<file path="src/rtl/rr_arb_pkg.sv">
// Shared constants and state encoding for the rr_arbiter8 round-robin arbiter.
package rr_arb_pkg;
  localparam int RR_N      = 8;
  localparam int RR_IDX_W  = 3;
  localparam int RR_HOLD_W = 8;

  typedef enum logic {
    ST_IDLE  = 1'b0,
    ST_GRANT = 1'b1
  } rr_state_e;
endpackage

</file>
<file path="src/rtl/rr_arbiter8_if.sv">
// Request/grant bundle between the requesters (master) and rr_arbiter8 (slave).
interface rr_arbiter8_if;
  import rr_arb_pkg::*;

  logic [RR_N-1:0]     req;
  logic [RR_N-1:0]     gnt;
  logic [RR_IDX_W-1:0] gnt_idx;
  logic                gnt_valid;
  logic                timeout;

  modport master (
    output req,
    input  gnt,
    input  gnt_idx,
    input  gnt_valid,
    input  timeout
  );

  modport slave (
    input  req,
    output gnt,
    output gnt_idx,
    output gnt_valid,
    output timeout
  );
endinterface

</file>
<file path="src/rtl/rr_dec3x8.sv">
// Combinational 3-bit index to 8-bit one-hot decoder.
module rr_dec3x8
  import rr_arb_pkg::*;
(
  input  logic [RR_IDX_W-1:0] i_idx,
  output logic [RR_N-1:0]     o_onehot
);
  for (genvar gi = 0; gi < RR_N; gi++) begin : g_dec
    assign o_onehot[gi] = (i_idx == RR_IDX_W'(gi));
  end
endmodule

</file>
<file path="src/rtl/rr_arbiter8.sv">
// Eight-way round-robin arbiter with registered one-hot grant and owner index.
// Optional grant watchdog is built when RR_ARB_TIMEOUT_EN is defined.
module rr_arbiter8
  import rr_arb_pkg::*;
#(
  parameter int MAX_HOLD = 16
)
(
  input  logic         clk,
  input  logic         rst_n,
  rr_arbiter8_if.slave bus
);

  if (MAX_HOLD < 2 || MAX_HOLD > 255) begin : g_bad_max_hold
    $error("rr_arbiter8: MAX_HOLD must be in 2..255");
  end

  // Returns {found, index} of the first set bit scanning start, start+1, ... mod 8.
  function automatic logic [RR_IDX_W:0] rr_pick(
    input logic [RR_N-1:0]     vec,
    input logic [RR_IDX_W-1:0] start
  );
    logic [RR_IDX_W:0]   res;
    logic [RR_IDX_W-1:0] idx;
    res = '0;
    for (int k = RR_N - 1; k >= 0; k--) begin
      idx = start + RR_IDX_W'(k);
      if (vec[idx]) res = {1'b1, idx};
    end
    return res;
  endfunction

  rr_state_e           r_state;
  rr_state_e           w_state_next;
  logic [RR_N-1:0]     r_gnt;
  logic [RR_N-1:0]     w_gnt_next;
  logic [RR_IDX_W-1:0] r_gnt_idx;
  logic [RR_IDX_W-1:0] w_gnt_idx_next;
  logic                r_gnt_valid;
  logic                w_gnt_valid_next;
  logic                r_timeout;
  logic                w_timeout_next;
  logic [RR_IDX_W-1:0] r_ptr;
  logic [RR_IDX_W-1:0] w_ptr_next;

  logic                w_release;
  logic                w_timeout_hit;
  logic                w_arb;
  logic [RR_N-1:0]     w_masked;
  logic [RR_IDX_W:0]   w_pick;
  logic                w_found;
  logic [RR_IDX_W-1:0] w_win;
  logic [RR_N-1:0]     w_win_onehot;

  assign w_release = (r_state == ST_GRANT) && !bus.req[r_gnt_idx];
  assign w_arb     = (r_state == ST_IDLE) || w_release || w_timeout_hit;
  // On a watchdog revoke the owner is excluded so the grant must move or go idle.
  assign w_masked  = w_timeout_hit ? (bus.req & ~r_gnt) : bus.req;
  assign w_pick    = rr_pick(w_masked, r_ptr);
  assign w_found   = w_pick[RR_IDX_W];
  assign w_win     = w_pick[RR_IDX_W-1:0];

  rr_dec3x8 u_dec (
    .i_idx    (w_win),
    .o_onehot (w_win_onehot)
  );

`ifdef RR_ARB_TIMEOUT_EN
  logic [RR_HOLD_W-1:0] r_hold;
  logic [RR_HOLD_W-1:0] w_hold_next;

  assign w_timeout_hit = (r_state == ST_GRANT) && bus.req[r_gnt_idx] &&
                         (r_hold == RR_HOLD_W'(MAX_HOLD - 1));

  always_comb begin
    w_hold_next = r_hold;
    if (w_arb && w_found) begin
      w_hold_next = '0;
    end else if (r_state == ST_GRANT && r_hold != '1) begin
      w_hold_next = r_hold + 1'b1;
    end
  end

  always_ff @(posedge clk or negedge rst_n) begin
    if (!rst_n) r_hold <= '0;
    else        r_hold <= w_hold_next;
  end
`else
  assign w_timeout_hit = 1'b0;
`endif

  // State and output registers.
  always_ff @(posedge clk or negedge rst_n) begin
    if (!rst_n) begin
      r_state     <= ST_IDLE;
      r_gnt       <= '0;
      r_gnt_idx   <= '0;
      r_gnt_valid <= 1'b0;
      r_timeout   <= 1'b0;
      r_ptr       <= '0;
    end else begin
      r_state     <= w_state_next;
      r_gnt       <= w_gnt_next;
      r_gnt_idx   <= w_gnt_idx_next;
      r_gnt_valid <= w_gnt_valid_next;
      r_timeout   <= w_timeout_next;
      r_ptr       <= w_ptr_next;
    end
  end

  always_comb begin
    w_state_next = r_state;
    if (w_arb) w_state_next = w_found ? ST_GRANT : ST_IDLE;
  end

  always_comb begin
    w_gnt_next       = r_gnt;
    w_gnt_idx_next   = r_gnt_idx;
    w_gnt_valid_next = r_gnt_valid;
    w_ptr_next       = r_ptr;
    w_timeout_next   = w_timeout_hit;
    if (w_arb) begin
      if (w_found) begin
        w_gnt_next       = w_win_onehot;
        w_gnt_idx_next   = w_win;
        w_gnt_valid_next = 1'b1;
        w_ptr_next       = w_win + 1'b1;
      end else begin
        w_gnt_next       = '0;
        w_gnt_valid_next = 1'b0;
      end
    end
  end

  assign bus.gnt       = r_gnt;
  assign bus.gnt_idx   = r_gnt_idx;
  assign bus.gnt_valid = r_gnt_valid;
  assign bus.timeout   = r_timeout;

endmodule

</file>
<file path="src/flat_wrapper.sv">
// flat-port wrapper written by rule: the top's interface ports become plain ports
module rr_arbiter8_flat import rr_arb_pkg::*;
#(
  parameter int MAX_HOLD = 16
)
  (clk, rst_n, bus_req, bus_gnt, bus_gnt_idx, bus_gnt_valid, bus_timeout);
  rr_arbiter8_if bus_i ();
  input  logic clk;
  input  logic rst_n;
  input wire logic [$bits(bus_i.req)-1:0] bus_req;
  output wire logic [$bits(bus_i.gnt)-1:0] bus_gnt;
  output wire logic [$bits(bus_i.gnt_idx)-1:0] bus_gnt_idx;
  output wire logic [$bits(bus_i.gnt_valid)-1:0] bus_gnt_valid;
  output wire logic [$bits(bus_i.timeout)-1:0] bus_timeout;
  assign bus_i.req = bus_req;
  assign bus_gnt = bus_i.gnt;
  assign bus_gnt_idx = bus_i.gnt_idx;
  assign bus_gnt_valid = bus_i.gnt_valid;
  assign bus_timeout = bus_i.timeout;
  rr_arbiter8 #(.MAX_HOLD(MAX_HOLD)) u_core (.clk(clk), .rst_n(rst_n), .bus(bus_i));
endmodule
</file>
<file path="config.mk">
export PLATFORM = sky130hd
export DESIGN_NAME = rr_arbiter8_flat
export DESIGN_NICKNAME = d
export VERILOG_FILES = /design/src/rtl/rr_arb_pkg.sv /design/src/rtl/rr_arbiter8_if.sv /design/src/rtl/rr_dec3x8.sv /design/src/rtl/rr_arbiter8.sv /design/src/flat_wrapper.sv
export SDC_FILE = /design/constraint.sdc
export NUM_CORES = 1
export LEC_CHECK = 0
export CAP_MARGIN = 20
export CELL_PAD_IN_SITES_DETAIL_PLACEMENT = 1
export CELL_PAD_IN_SITES_GLOBAL_PLACEMENT = 1
export CORE_UTILIZATION = 35
export CTS_CLUSTER_DIAMETER = 50
export CTS_CLUSTER_SIZE = 14
export DETAILED_ROUTE_END_ITERATION = 6
export PLACE_DENSITY_LB_ADDON = 0.2
export SYNTH_ARGS = -nofsm -noshare
export SYNTH_HDL_FRONTEND = slang
export SYNTH_SLANG_ARGS = --single-unit
</file>
<file path="constraint.sdc">
create_clock -name clk -period 4.9 [get_ports clk]
set_input_delay 0.49 -clock clk [delete_from_list [all_inputs] [get_ports clk]]
set_output_delay 0.49 -clock clk [all_outputs]
set_load 0.03 [all_outputs]
</file>
## Word level (Yosys, flattened, before mapping)

Cells that the tools add are included.

- Memories: 0
- Memory bits (writable): 0
- Input port bits: 10
- ROM bits: 0
- Register bits: 15
- Latch bits: 0

- Add/sub/neg operators: 8
- Muxes and demuxes: 28
- Divide/modulo/power cells: 0
- Reduce and logical (&&, ||, !) cells: 5
- Order comparisons: 9
- Multiply operators: 0
- Shift operators: 0
- Equal/unequal tests: 7
- Bitwise logic cells: 1

Operators by type and width:

| kind | number |
|---|---|
| $lt 3x4->1 const B | 9 |
| $mux 4 | 8 |
| $bmux 1 s3 | 9 |
| $add 3x3->3 const B | 4 |
| $eq 3x3->1 const B | 4 |
| $mux 1 | 10 |
| $mux 8 | 1 |
| $add 3x1->3 const B | 2 |
| $add 3x2->3 const B | 2 |
| $eq 3x2->1 const B | 2 |
| $eq 3x1->1 const B | 1 |
| $logic_not 3->1 | 1 |
| $reduce_and 2->1 | 1 |
| $logic_and 1x1->1 | 1 |
| $logic_not 1->1 | 1 |
| $logic_or 1x1->1 | 1 |
| $not 1->1 | 1 |

## Depth between registers and ports, before layout

- Word-level depth: 13
- Mapped depth: 16

## Modules after synthesis

Synthesis repeated with hierarchy kept, for this count alone.

- Cell total of the unflattened synthesis: 171
- Area total of the unflattened synthesis: 1600.3 sq um

By module, submodules not included:

| module | cells each | instances | seq. area each (sq um) | area each (sq um) |
|---|---|---|---|---|
| rr_arbiter8 | 163 | 1 | 375.4 | 1535.2 |
| rr_dec3x8 | 8 | 1 | 0.0 | 65.1 |

## Worst setup path before layout

Ideal clock, no wire load.

- Kind: register to register
- Start point: reg u_core.r_ptr[1]
- End point: reg u_core.r_ptr[2]
- Path buffers: 3
- Clock period less this slack: 3.464 ns
- Arrival time: 3.334 ns
- Setup slack: 1.436 ns
- Stages on the path, launching flop included: 16
- Path through: dfrtp_1 > buf_2 > inv_1 > ha_1 > buf_6 > mux2_2 > mux4_2 > o32ai_4 > o311a_1 > nor4b_1 > or3_1 > buf_6 > and2_1 > ha_1 > nand2_1 > o21ai_1

- Longest elaborated chain between the ends: 12
- Elaborated cells on any way between the ends: 33

RTL lines:

| what | line | RTL |
|---|---|---|
| from (decl) | rr_arbiter8.sv:43 | `logic [RR_IDX_W-1:0] r_ptr;` |
| from (signal assigned) | rr_arbiter8.sv:107 | `r_ptr <= w_ptr_next;` |
| $add 3x3->3 | rr_arbiter8.sv:27 | `idx = start + RR_IDX_W'(k);` |
| $bmux 1 s3 | rr_arbiter8.sv:28 | `if (vec[idx]) res = {1'b1, idx};` |
| $mux 1 (implied by the code) | rr_arbiter8.sv:28 |  |
| $mux 4 (7 in series) | rr_arbiter8.sv:28 |  |
| $mux 4 (*) | rr_arbiter8.sv:28 |  |
| net u_core.u_dec.i_idx[1] | rr_dec3x8.sv:5 | `input logic [RR_IDX_W-1:0] i_idx,` |
| $add 3x1->3 (*) | rr_arbiter8.sv:127 | `w_ptr_next = w_win + 1'b1;` |

The timed path passes the listed nets; every way through them passes the cells marked *. The select of a mux whose other input is x is not followed.
A chain may end at the register's enable or synchronous reset.

## Worst setup path after layout

- Start point: reg u_core.r_ptr[0]
- End point: reg u_core.r_ptr[2]

- Longest elaborated chain between the ends: 12
- Elaborated cells on any way between the ends: 33

RTL lines:

| what | line |
|---|---|
| $add 3x3->3 | rr_arbiter8.sv:27 |
| $bmux 1 s3 | rr_arbiter8.sv:28 |
| $mux 1 (implied by the code) | rr_arbiter8.sv:28 |
| $mux 4 (7 in series) | rr_arbiter8.sv:28 |
| $mux 4 (*) | rr_arbiter8.sv:28 |
| $add 3x1->3 / $reduce_and 2->1 (equally long branches) | n/a |

Every way passes the cells marked *; elsewhere a longest branch is shown, timed or not. The select of a mux whose other input is x is not followed.

==> impl_results.md <==
* Most frequent CP cell: ha_1
* Synthesized Nets at 187
* Storage cell area at 375 µm²
* Worst Tran Pin Value at 0.832 ns
* Critical path class: register to register
* Fraction of registers with async set/reset at 1.00
* Row cnt at 25
* Fin. Hold Viols at 0
* Total iterations of the first detailed-routing run at 5
* H-tree levels at 1
* RSZ-0062 raised after global routing: no
* Clock latency on the worst-skew pair at 0.25 ns
* Fin crit period at 3.70 ns
* Final wirelength at 4780 µm
* Number of gates resized after CTS at 0
* Area Overhead vs Synth at 15.1%
* Clock transition at path regs at 0.06 ns
* Slew Viols, Final at 0
* Utilization after layout at 0.423
* Layout Skew at 0.00488 ns
* Setup bufs post-CTS at 0
* Ant. Diodes at 0
* Fillers at 564
* Critical path buffers and inverters at 1
* Residual overflow from global routing at 0
* Maxcap violations at 0
* Core Footprint at 4790 µm²
* Status: finished clean
* Top delay family on crit path: adder cells
* Initial core utilization at 0.368
* Dpl cells at 248
* Area of the multi-input gates at 1240 µm²
* Root Buffer: clkbuf_8
* Crit start category: register
* Hold buffers post-CTS at 0
* Drt drc at 0
* Mean Syn Cell Area at 10.2 µm²
* Commonest non-fill, non-tap cell in the layout: clkdlybuf4s50_1
* YS warnings at 0
* IO buf count at 21
* Slowest stage delay, CP at 0.61 ns
* Hold WC Path Type: register to register
* Number of global-route vias before repair at 1,556
* Sequential-to-total area share from yosys stat at 0.213
* Final setup violation count at 0
* Die height at 72.9 µm
* Vias at 1,521
* Clock sink count at 15
* Layout cells sized above 1 at 0.178
* Mapped Cells at 172
* EDFF count, synth at 0
* Antenna violations before repair at 0
* Clk buf depth at 2
* Sum Neg Setup Slack at 0 ns
* Critical path, cell by cell: inv_1 > ha_1 > mux2_2 > mux4_2 > o32ai_4 > o311a_1 > nor4b_1 > or3_1 > and2_1 > ha_1 > nand2_1 > o21ai_1
* Routed wire length per instance at 19.0 µm
* Netlist cell types at 53
* Crit end category: register
* Gpl congestion at 0.804
* Vias/cell at 6.04
* First-pass GRT wire length at 8140 µm
* Final layout net count at 201
* CP arrival at 3.82 ns
* Mapped cell area at 1760 µm²
* Starting DRT DRC Count at 118
* CTS tree: done
* Yosys reg bits at 15
* Slew headroom at 0.444
* Tcrit/Tclk final at 0.754
* Most frequent cells in the layout: clkdlybuf4s50_1, dfrtp_1, mux4_2, mux2i_1, nand2_1
* Post-synth top flop: dfrtp_1
* Hpwl dp at 3750 µm
* Antenna-violating nets left at 0
* GRT Util Overall at 0.201
* DIE WIDTH at 72.9 µm
* Final non-filler cell total at 252
* CTS Buf Count at 3
* WP data required at 5.03 ns
* I/O pin total at 23
* Pin count of the biggest net entering global routing at 28
* Die ar. at 5310 µm²
* Maximum fanout along the worst path at 11
* Slowest CP cell: ha_1
* Max Fclk at 271 MHz
[cells by family (layout without fill, tap and decap cells)]
logic type      Yosys count  count (layout)  synth area share
xor+xnor                  4               4            0.0199
mux                      37              37             0.329
fa+ha+maj                 5               5            0.0356
compound gates           47              47             0.213
other cells               1               1           0.00213
flops                    15              15             0.213
buf+inv                  26              39            0.0811
simple gates             37              37             0.105
[path summary, 6_finish.rpt]
| kind | startpoint | to | slack, ns | cells after the start |
|---|---|---|---|---|
| worst max-delay path | u_core.r_ptr[0] | u_core.r_ptr[2] | 1.20 | 12 |
| worst min-delay path | u_core.bus.gnt[5] | u_core.bus.gnt[5] | 0.49 | 1 |
| worst max register to register | u_core.r_ptr[0] | u_core.r_ptr[2] | 1.20 | 12 |
| worst min register to register | u_core.bus.gnt[5] | u_core.bus.gnt[5] | 0.49 | 1 |
| max in group asynchronous | rst_n | u_core.r_ptr[0] | 3.84 | 1 |
| min in group asynchronous | rst_n | u_core.bus.gnt_valid | 0.64 | 1 |
[synthesized netlist by cell type (4+ instances only)]
master | n | area [µm²]
dfrtp_1 | 15 | 375
mux2i_1 | 14 | 140
mux4_2 | 14 | 315
nand2_1 | 10 | 37.5
nor2_1 | 8 | 30.0
inv_1 | 7 | 26.3
a21oi_1 | 6 | 30.0
mux2_2 | 6 | 67.6
o21ai_0 | 6 | 30.0
a32o_1 | 5 | 50.1
buf_6 | 5 | 56.3
clkbuf_1 | 5 | 18.8
ha_1 | 5 | 62.6
nor2b_1 | 4 | 25.0
[area by class of cell]
class                   instances  share of cell area
flip-flops and latches         15               0.185
inverters                      10              0.0185
repair buffers                 25               0.119
well taps                      67              0.0414
multi-input cells             131               0.613
clock buffers                   3              0.0204
clock inverters                 1             0.00247
[worst reg2reg max path, delay by kind of cell, from the launching register on]
kind                     cells  cell delay, ns
AND/OR/NAND/NOR              4            0.82
multiplexers                 2            0.91
flip-flops                   1            0.34
AO/OA/AOI/OAI                3            0.53
buffers and inverters        1            0.11
adder cells (fa/ha/maj)      2            0.90
[state kept, by name (all words and copies together), names as in the netlist]
| register | cells |
|---|---|
| u_core.bus.gnt_valid | 1 |
| u_core.r_ptr | 3 |
| u_core.bus.gnt_idx | 3 |
| u_core.bus.gnt | 8 |
[per-stage QoR]
step	setup slack [ns]	instance area [µm²]	hold WS, ns
final	1.20	2020	0.489
after global routing	0.991	2020	0.500
after CTS	1.19	2020	0.493
after detailed placement	1.20	1980	0.479
after global placement	1.25	1980	0.467
after floorplan	1.44	1760	0.194
[per-layer routing]
metal	part of all wire	global-route usage	vias to the layer above
li1	-	-	695
met1	0.48	0.279	789
met2	0.49	0.337	31
met3	0.018	0.0249	6
met4	0.014	0.0370	0
met5	0	0	-
Power is not shown: default switching activity piles up to over one toggle a cycle in this logic, so the estimate is an artifact.
